===== config.mk =====
export PLATFORM = sky130hd
export DESIGN_NAME = uart_rx_port
export DESIGN_NICKNAME = d
export VERILOG_FILES = /design/src/rtl/uart_rx_port.sv
export SDC_FILE = /design/constraint.sdc
export NUM_CORES = 1
export LEC_CHECK = 0
export BUFFER_PORTS_ARGS = -buffer_cell sky130_fd_sc_hd__buf_2
export CAP_MARGIN = 30
export CELL_PAD_IN_SITES_DETAIL_PLACEMENT = 1
export CELL_PAD_IN_SITES_GLOBAL_PLACEMENT = 2
export CORE_MARGIN = 1
export CORE_UTILIZATION = 30
export DETAILED_ROUTE_END_ITERATION = 7
export PLACE_DENSITY_LB_ADDON = 0.1
export RECOVER_POWER = 25
export SYNTH_ARGS = -nofsm -noshare
export SYNTH_HDL_FRONTEND = slang
export SYNTH_SLANG_ARGS = --single-unit

===== constraint.sdc =====
create_clock -name clk_in -period 6.8 [get_ports clk_in]
set_input_delay 0.34 -clock clk_in [delete_from_list [all_inputs] [get_ports clk_in]]
set_output_delay 0.34 -clock clk_in [all_outputs]
set_load 0.02 [all_outputs]

===== src/rtl/uart_rx_port.sv =====
// uart_rx_port: memory-mapped UART receiver with a small byte FIFO.
//   DATA   at BASE_ADDR   : FIFO head byte (8'h00 when empty), read has no side effect.
//   STATUS at BASE_ADDR+1 : {BUSY, PERR, FERR, OVR, count[3:0]}.
//   Write STATUS bit0 pops one byte, bit1 clears the sticky error flags.
// Optional feature: define UART_RX_PARITY_EN to receive an even-parity bit
// between the data bits and the stop bit (8E1 instead of 8N1).
module uart_rx_port #(
  parameter logic [15:0] BASE_ADDR    = 16'hFF10,
  parameter int          CLKS_PER_BIT = 16,
  parameter int          DEPTH_LOG2   = 3
) (
  input  logic        clk_in,
  input  logic        reset_in,
  input  logic [15:0] addr,
  input  logic [7:0]  data_in,
  input  logic        write_en,
  output logic [7:0]  data_out,
  output logic        sel,
  input  logic        uart_rx
);

  localparam int                  DEPTH     = 1 << DEPTH_LOG2;
  localparam logic [15:0]         STAT_ADDR = BASE_ADDR + 16'd1;
  localparam logic [15:0]         BIT_CNT   = 16'(CLKS_PER_BIT);
  localparam logic [15:0]         HALF_CNT  = 16'(CLKS_PER_BIT / 2);
  localparam logic [DEPTH_LOG2:0] FULL_CNT  = (DEPTH_LOG2 + 1)'(DEPTH);
  localparam logic [DEPTH_LOG2:0] CNT_ONE   = (DEPTH_LOG2 + 1)'(1);
  localparam logic [DEPTH_LOG2-1:0] PTR_ONE = DEPTH_LOG2'(1);

  localparam logic [2:0] IDLE   = 3'd0;
  localparam logic [2:0] START  = 3'd1;
  localparam logic [2:0] DATA   = 3'd2;
  localparam logic [2:0] STOP   = 3'd3;
`ifdef UART_RX_PARITY_EN
  localparam logic [2:0] PARITY = 3'd4;
`endif

  // Line synchronizer and falling-edge detection
  logic       rx_meta, rx_sync, rx_prev;
  logic [1:0] sync_fill;
  logic       fall_edge;

  // Receiver state
  logic [2:0]  state;
  logic [15:0] bit_timer;
  logic [2:0]  bit_idx;
  logic [7:0]  shift_q;
  logic        timer_done;
  logic        par_bad;

  // Frame results for the current cycle
  logic push, set_ferr, set_perr;

  // FIFO and flags
  logic [7:0]            mem [DEPTH];
  logic [DEPTH_LOG2-1:0] wr_ptr, rd_ptr;
  logic [DEPTH_LOG2:0]   count;
  logic                  ovr, ferr, perr;
  logic                  stat_wr, pop, clr, full, do_push, drop;
  logic [7:0]            head_byte, status_byte;
  logic                  unused_data;

  assign unused_data = ^data_in[7:2];

  // Two-flop synchronizer; rx_prev only becomes high from a genuinely
  // sampled high line, so a line held low across reset release never
  // looks like a start-bit edge.
  always_ff @(posedge clk_in or negedge reset_in) begin
    // NOTE: sequential state uses non-blocking assignments so every flop
    // samples pre-edge values, independent of statement order.
    if (!reset_in) begin
      rx_meta   <= 1'b1;
      rx_sync   <= 1'b1;
      sync_fill <= 2'b00;
      rx_prev   <= 1'b0;
    end else begin
      rx_meta   <= uart_rx;
      rx_sync   <= rx_meta;
      sync_fill <= {sync_fill[0], 1'b1};
      rx_prev   <= sync_fill[1] & rx_sync;
    end
  end

  assign fall_edge  = rx_prev & ~rx_sync;
  assign timer_done = (bit_timer == 16'd1);

  // Receiver FSM: start qualification, data shifting, optional parity, stop
  always_ff @(posedge clk_in or negedge reset_in) begin
    if (!reset_in) begin
      state     <= IDLE;
      bit_timer <= 16'd0;
      bit_idx   <= 3'd0;
      shift_q   <= 8'h00;
`ifdef UART_RX_PARITY_EN
      par_bad   <= 1'b0;
`endif
    end else begin
      case (state)
        IDLE: begin
          if (fall_edge) begin
            state     <= START;
            bit_timer <= HALF_CNT;
          end
        end
        START: begin
          if (timer_done) begin
            if (!rx_sync) begin
              state     <= DATA;
              bit_timer <= BIT_CNT;
              bit_idx   <= 3'd0;
`ifdef UART_RX_PARITY_EN
              par_bad   <= 1'b0;
`endif
            end else begin
              state <= IDLE;
            end
          end else begin
            bit_timer <= bit_timer - 16'd1;
          end
        end
        DATA: begin
          if (timer_done) begin
            shift_q   <= {rx_sync, shift_q[7:1]};
            bit_timer <= BIT_CNT;
            bit_idx   <= bit_idx + 3'd1;
            if (bit_idx == 3'd7) begin
`ifdef UART_RX_PARITY_EN
              state <= PARITY;
`else
              state <= STOP;
`endif
            end
          end else begin
            bit_timer <= bit_timer - 16'd1;
          end
        end
`ifdef UART_RX_PARITY_EN
        PARITY: begin
          if (timer_done) begin
            par_bad   <= (^shift_q) ^ rx_sync;
            state     <= STOP;
            bit_timer <= BIT_CNT;
          end else begin
            bit_timer <= bit_timer - 16'd1;
          end
        end
`endif
        STOP: begin
          if (timer_done) state <= IDLE;
          else            bit_timer <= bit_timer - 16'd1;
        end
        default: state <= IDLE;
      endcase
    end
  end

`ifdef UART_RX_PARITY_EN
  assign set_perr = (state == PARITY) && timer_done && ((^shift_q) != rx_sync);
`else
  assign par_bad  = 1'b0;
  assign set_perr = 1'b0;
`endif
  assign push     = (state == STOP) && timer_done && rx_sync && !par_bad;
  assign set_ferr = (state == STOP) && timer_done && !rx_sync;

  // CPU side decode
  assign stat_wr = write_en && (addr == STAT_ADDR);
  assign pop     = stat_wr && data_in[0] && (count != '0);
  assign clr     = stat_wr && data_in[1];
  assign full    = (count == FULL_CNT);
  assign do_push = push && (!full || pop);
  assign drop    = push && full && !pop;

  // FIFO storage
  always_ff @(posedge clk_in) begin
    // NOTE: the storage array has no reset; emptiness is tracked by count,
    // and unreset RAM maps onto plain memory cells.
    if (do_push) mem[wr_ptr] <= shift_q;
  end

  // FIFO pointers and occupancy
  always_ff @(posedge clk_in or negedge reset_in) begin
    if (!reset_in) begin
      wr_ptr <= '0;
      rd_ptr <= '0;
      count  <= '0;
    end else begin
      if (do_push) wr_ptr <= wr_ptr + PTR_ONE;
      if (pop)     rd_ptr <= rd_ptr + PTR_ONE;
      case ({do_push, pop})
        2'b10:   count <= count + CNT_ONE;
        2'b01:   count <= count - CNT_ONE;
        default: count <= count;
      endcase
    end
  end

  // Sticky error flags; a set in the same cycle as a clear wins
  always_ff @(posedge clk_in or negedge reset_in) begin
    if (!reset_in) begin
      ovr  <= 1'b0;
      ferr <= 1'b0;
      perr <= 1'b0;
    end else begin
      ovr  <= drop     | (ovr  & ~clr);
      ferr <= set_ferr | (ferr & ~clr);
      perr <= set_perr | (perr & ~clr);
    end
  end

  assign sel         = (addr == BASE_ADDR) || (addr == STAT_ADDR);
  assign head_byte   = (count != '0) ? mem[rd_ptr] : 8'h00;
  assign status_byte = {(state != IDLE), perr, ferr, ovr, 4'(count)};

  // Read mux
  always_comb begin
    // NOTE: default first so every path assigns data_out and no latch is inferred.
    data_out = 8'h00;
    if (addr == BASE_ADDR)      data_out = head_byte;
    else if (addr == STAT_ADDR) data_out = status_byte;
  end

endmodule


==> flow_metrics.tcl <==
set metrics [dict create \
    status "complete, but fails checks" \
    failed_checks "max-capacitance violations, max-slew violations" \
    design.die.area_sq_um 17600 \
    hpwl_microns 7810 \
    syn_area_per_cell_sq_um 14.0 \
    vdd_drop_max_v 0.000139 \
    ys_types 59 \
    dr.first_iter.drc_count 101 \
    critPathMaxStageDelay_ns 0.72 \
    hold_start "uart_rx" \
    skew_ns 0.0116 \
    htree_levels 3 \
    clock-sinks 111 \
    synthesis.area_sq_um 5120 \
    path_delay_family "simple AND/OR/NAND/NOR gates" \
    hold_violations 0 \
    wirelength_microns 11600 \
    place_area_sq_um 5500 \
    utilization_pct 34.9 \
    drtAntennaViolNets 0 \
    reg2reg_from "bit_timer[7]" \
    detail_route.wl_per_cell_microns 18.7 \
    yosysWarnings 0 \
    clk_pin_slew_worst_paths_ns 0.08 \
    mostFrequentLayoutCell "edfxtp_1" \
    area_delta_synth_final_pct 13.6 \
    fill_cells 1776 \
    synth_edf_count 64 \
    worstSetupEndpointType "flip-flop" \
    track_usage_pct 14.4 \
    synthCells 365 \
    design_area_sq_um 5820 \
    crit_required_ns 6.79 \
    worst_path_max_delay_cell "or4_1" \
    io_pins 37 \
    postCtsSetupBuffers 0 \
    powerDensity_nw_per_um2 329 \
    drv_slew 48 \
    drive_above_1_share_pct 23.6 \
    path_buf_inv 1 \
    crit_arrival_ns 3.26 \
    async_reset_ff_share_pct 42.3 \
    numCtsBuffers 9 \
    holdWs_ns 0.0800 \
    num_antenna_cells 0 \
    antenna_found_initial 0 \
    relSlewSlack_pct -91.8 \
    grt_max_degree 48 \
    fin_crit_sh_pct 48.2 \
    cts_tree "built" \
    initial_core_util_pct 30.8 \
    critPathLaunchType "flip-flop" \
    fin_crit_ns 3.27 \
    crit_chain "or4_1 > nor4_4 > buf_4 > and3_1 > nand3b_1 > nor2_1" \
    core-area_sq_um 16600 \
    ys.flop_type "edfxtp_1" \
    first_pass_iters 4 \
    ys_ff_latch 111 \
    port_buffers 30 \
    overflow 0 \
    cts_resized 0 \
    rsz0062_at_grt "false" \
    nNetsFinal 434 \
    drc 0 \
    via_per_inst 5.00 \
    grt_first_pass_wirelength_microns 18800 \
    path_class "flip-flop to flip-flop" \
    cts_buffer_depth 2 \
    cts-root-buf "clkbuf_16" \
    maxCapViolCount 1 \
    grt_pass1_vias 3343 \
    cp-startpoint "bit_timer[7]" \
    insertion_delay_ns 0.36 \
    place_congestion 0.733 \
    fp.dieW_microns 133 \
    die_h_microns 133 \
    cts_hold_buf 0 \
    worstHoldPathType "primary input to flip-flop" \
    final_cell_mix "edfxtp_1, dfrtp_1, buf_2" \
    rows 47 \
    finalSetupViolCount 0 \
    fin_tns_setup_ns 0 \
    crit_fanout 13 \
    fmax_mhz 305 \
    syn_nets 405 \
    leakagePower_nw 2.16 \
    tightestPinTransition_ns 2.88 \
    vias 3094 \
    synth-seq-area-share_pct 60.6 \
]
[worst register-to-register path, stage by stage (launching register included)]
cell	delay [ns]
dfrtp_1	0.44
or4_1	0.72
nor4_4	0.31
buf_4	0.24
and3_1	0.30
nand3b_1	0.20
nor2_1	0.69
[final timing paths]
check                          endpoint  slack (ns)  depth (start not counted)
max                           mem[4][4]        3.53                          6
min                             rx_meta        0.08                          1
max reg2reg                   mem[4][4]        3.53                          6
min reg2reg                sync_fill[1]        0.34                          0
max in group asynchronous    shift_q[6]        4.16                          2
min in group asynchronous      count[1]        1.00                          2
[cell type report]
cell class	instances	area [sq um]	share of cell area [%]
sequential	111	3100	53.3
multi-input combinational	228	1900	32.7
tap	220	275	4.73
clock buffer	9	225	3.87
timing repair buffer	36	191	3.29
clock inverter	7	91.3	1.57
inverter	8	30.0	0.516
[sequential cells by signal (all words and copies together) (netlist names)]
name / flops
mem: 64
bit_timer: 16
shift_q: 8
count: 4
bit_idx: 3
rd_ptr: 3
wr_ptr: 3
state: 2
sync_fill: 2
ferr: 1
ovr: 1
perr: 1
rx_meta: 1
rx_prev: 1
rx_sync: 1
[metal layers]
metal	global-route usage [%]	up-vias	share of wire [%]
met4	5.36	0	1.5
met3	2.80	9	3.6
met2	23.6	51	48
met5	0	-	0
met1	19.0	1585	47
li1	-	1449	-
[power by group]
group / internal (mW) / switching, mW
logic: 0.188 / 0.313
registers: 0.773 / 0.0712
clock network: 0.298 / 0.272
total: 1.26 / 0.656
[cells by family after synthesis]
family / Yosys count / synth area share [%]
adders and majority gates: 12 / 2.93
xor gates and xnor gates: 12 / 2.05
buffers and inverters: 26 / 2.30
AOI/OAI and AO/OA: 62 / 9.16
and+or+nand+nor: 104 / 11.6
other: 1 / 0.0732
muxes: 37 / 11.4
DFF: 111 / 60.6
[synth_stat cells, types with 9 or more instances]
cell type,number,area share [%]
mux2i_1,12,2.3
ha_1,12,2.9
dfrtp_1,45,22
edfxtp_1,64,38
clkbuf_1,9,0.66
nor2_1,16,1.2
mux4_2,16,7.0
nand2_1,25,1.8
nand3_1,10,0.98
or3_1,9,1.1
a21oi_1,10,0.98
o21ai_0,10,0.98
[through the flow]
stage               setup WS, ns  std cells  power (mW)
floorplan                   3.93        365        1.23
global placement            3.50        603        1.36
detailed placement          3.46        603        1.37
CTS                         3.45        619        1.95
global route                3.24        619        2.04
finish                      3.53        619        1.92
Note: power is estimated with default switching activity, not from simulation.
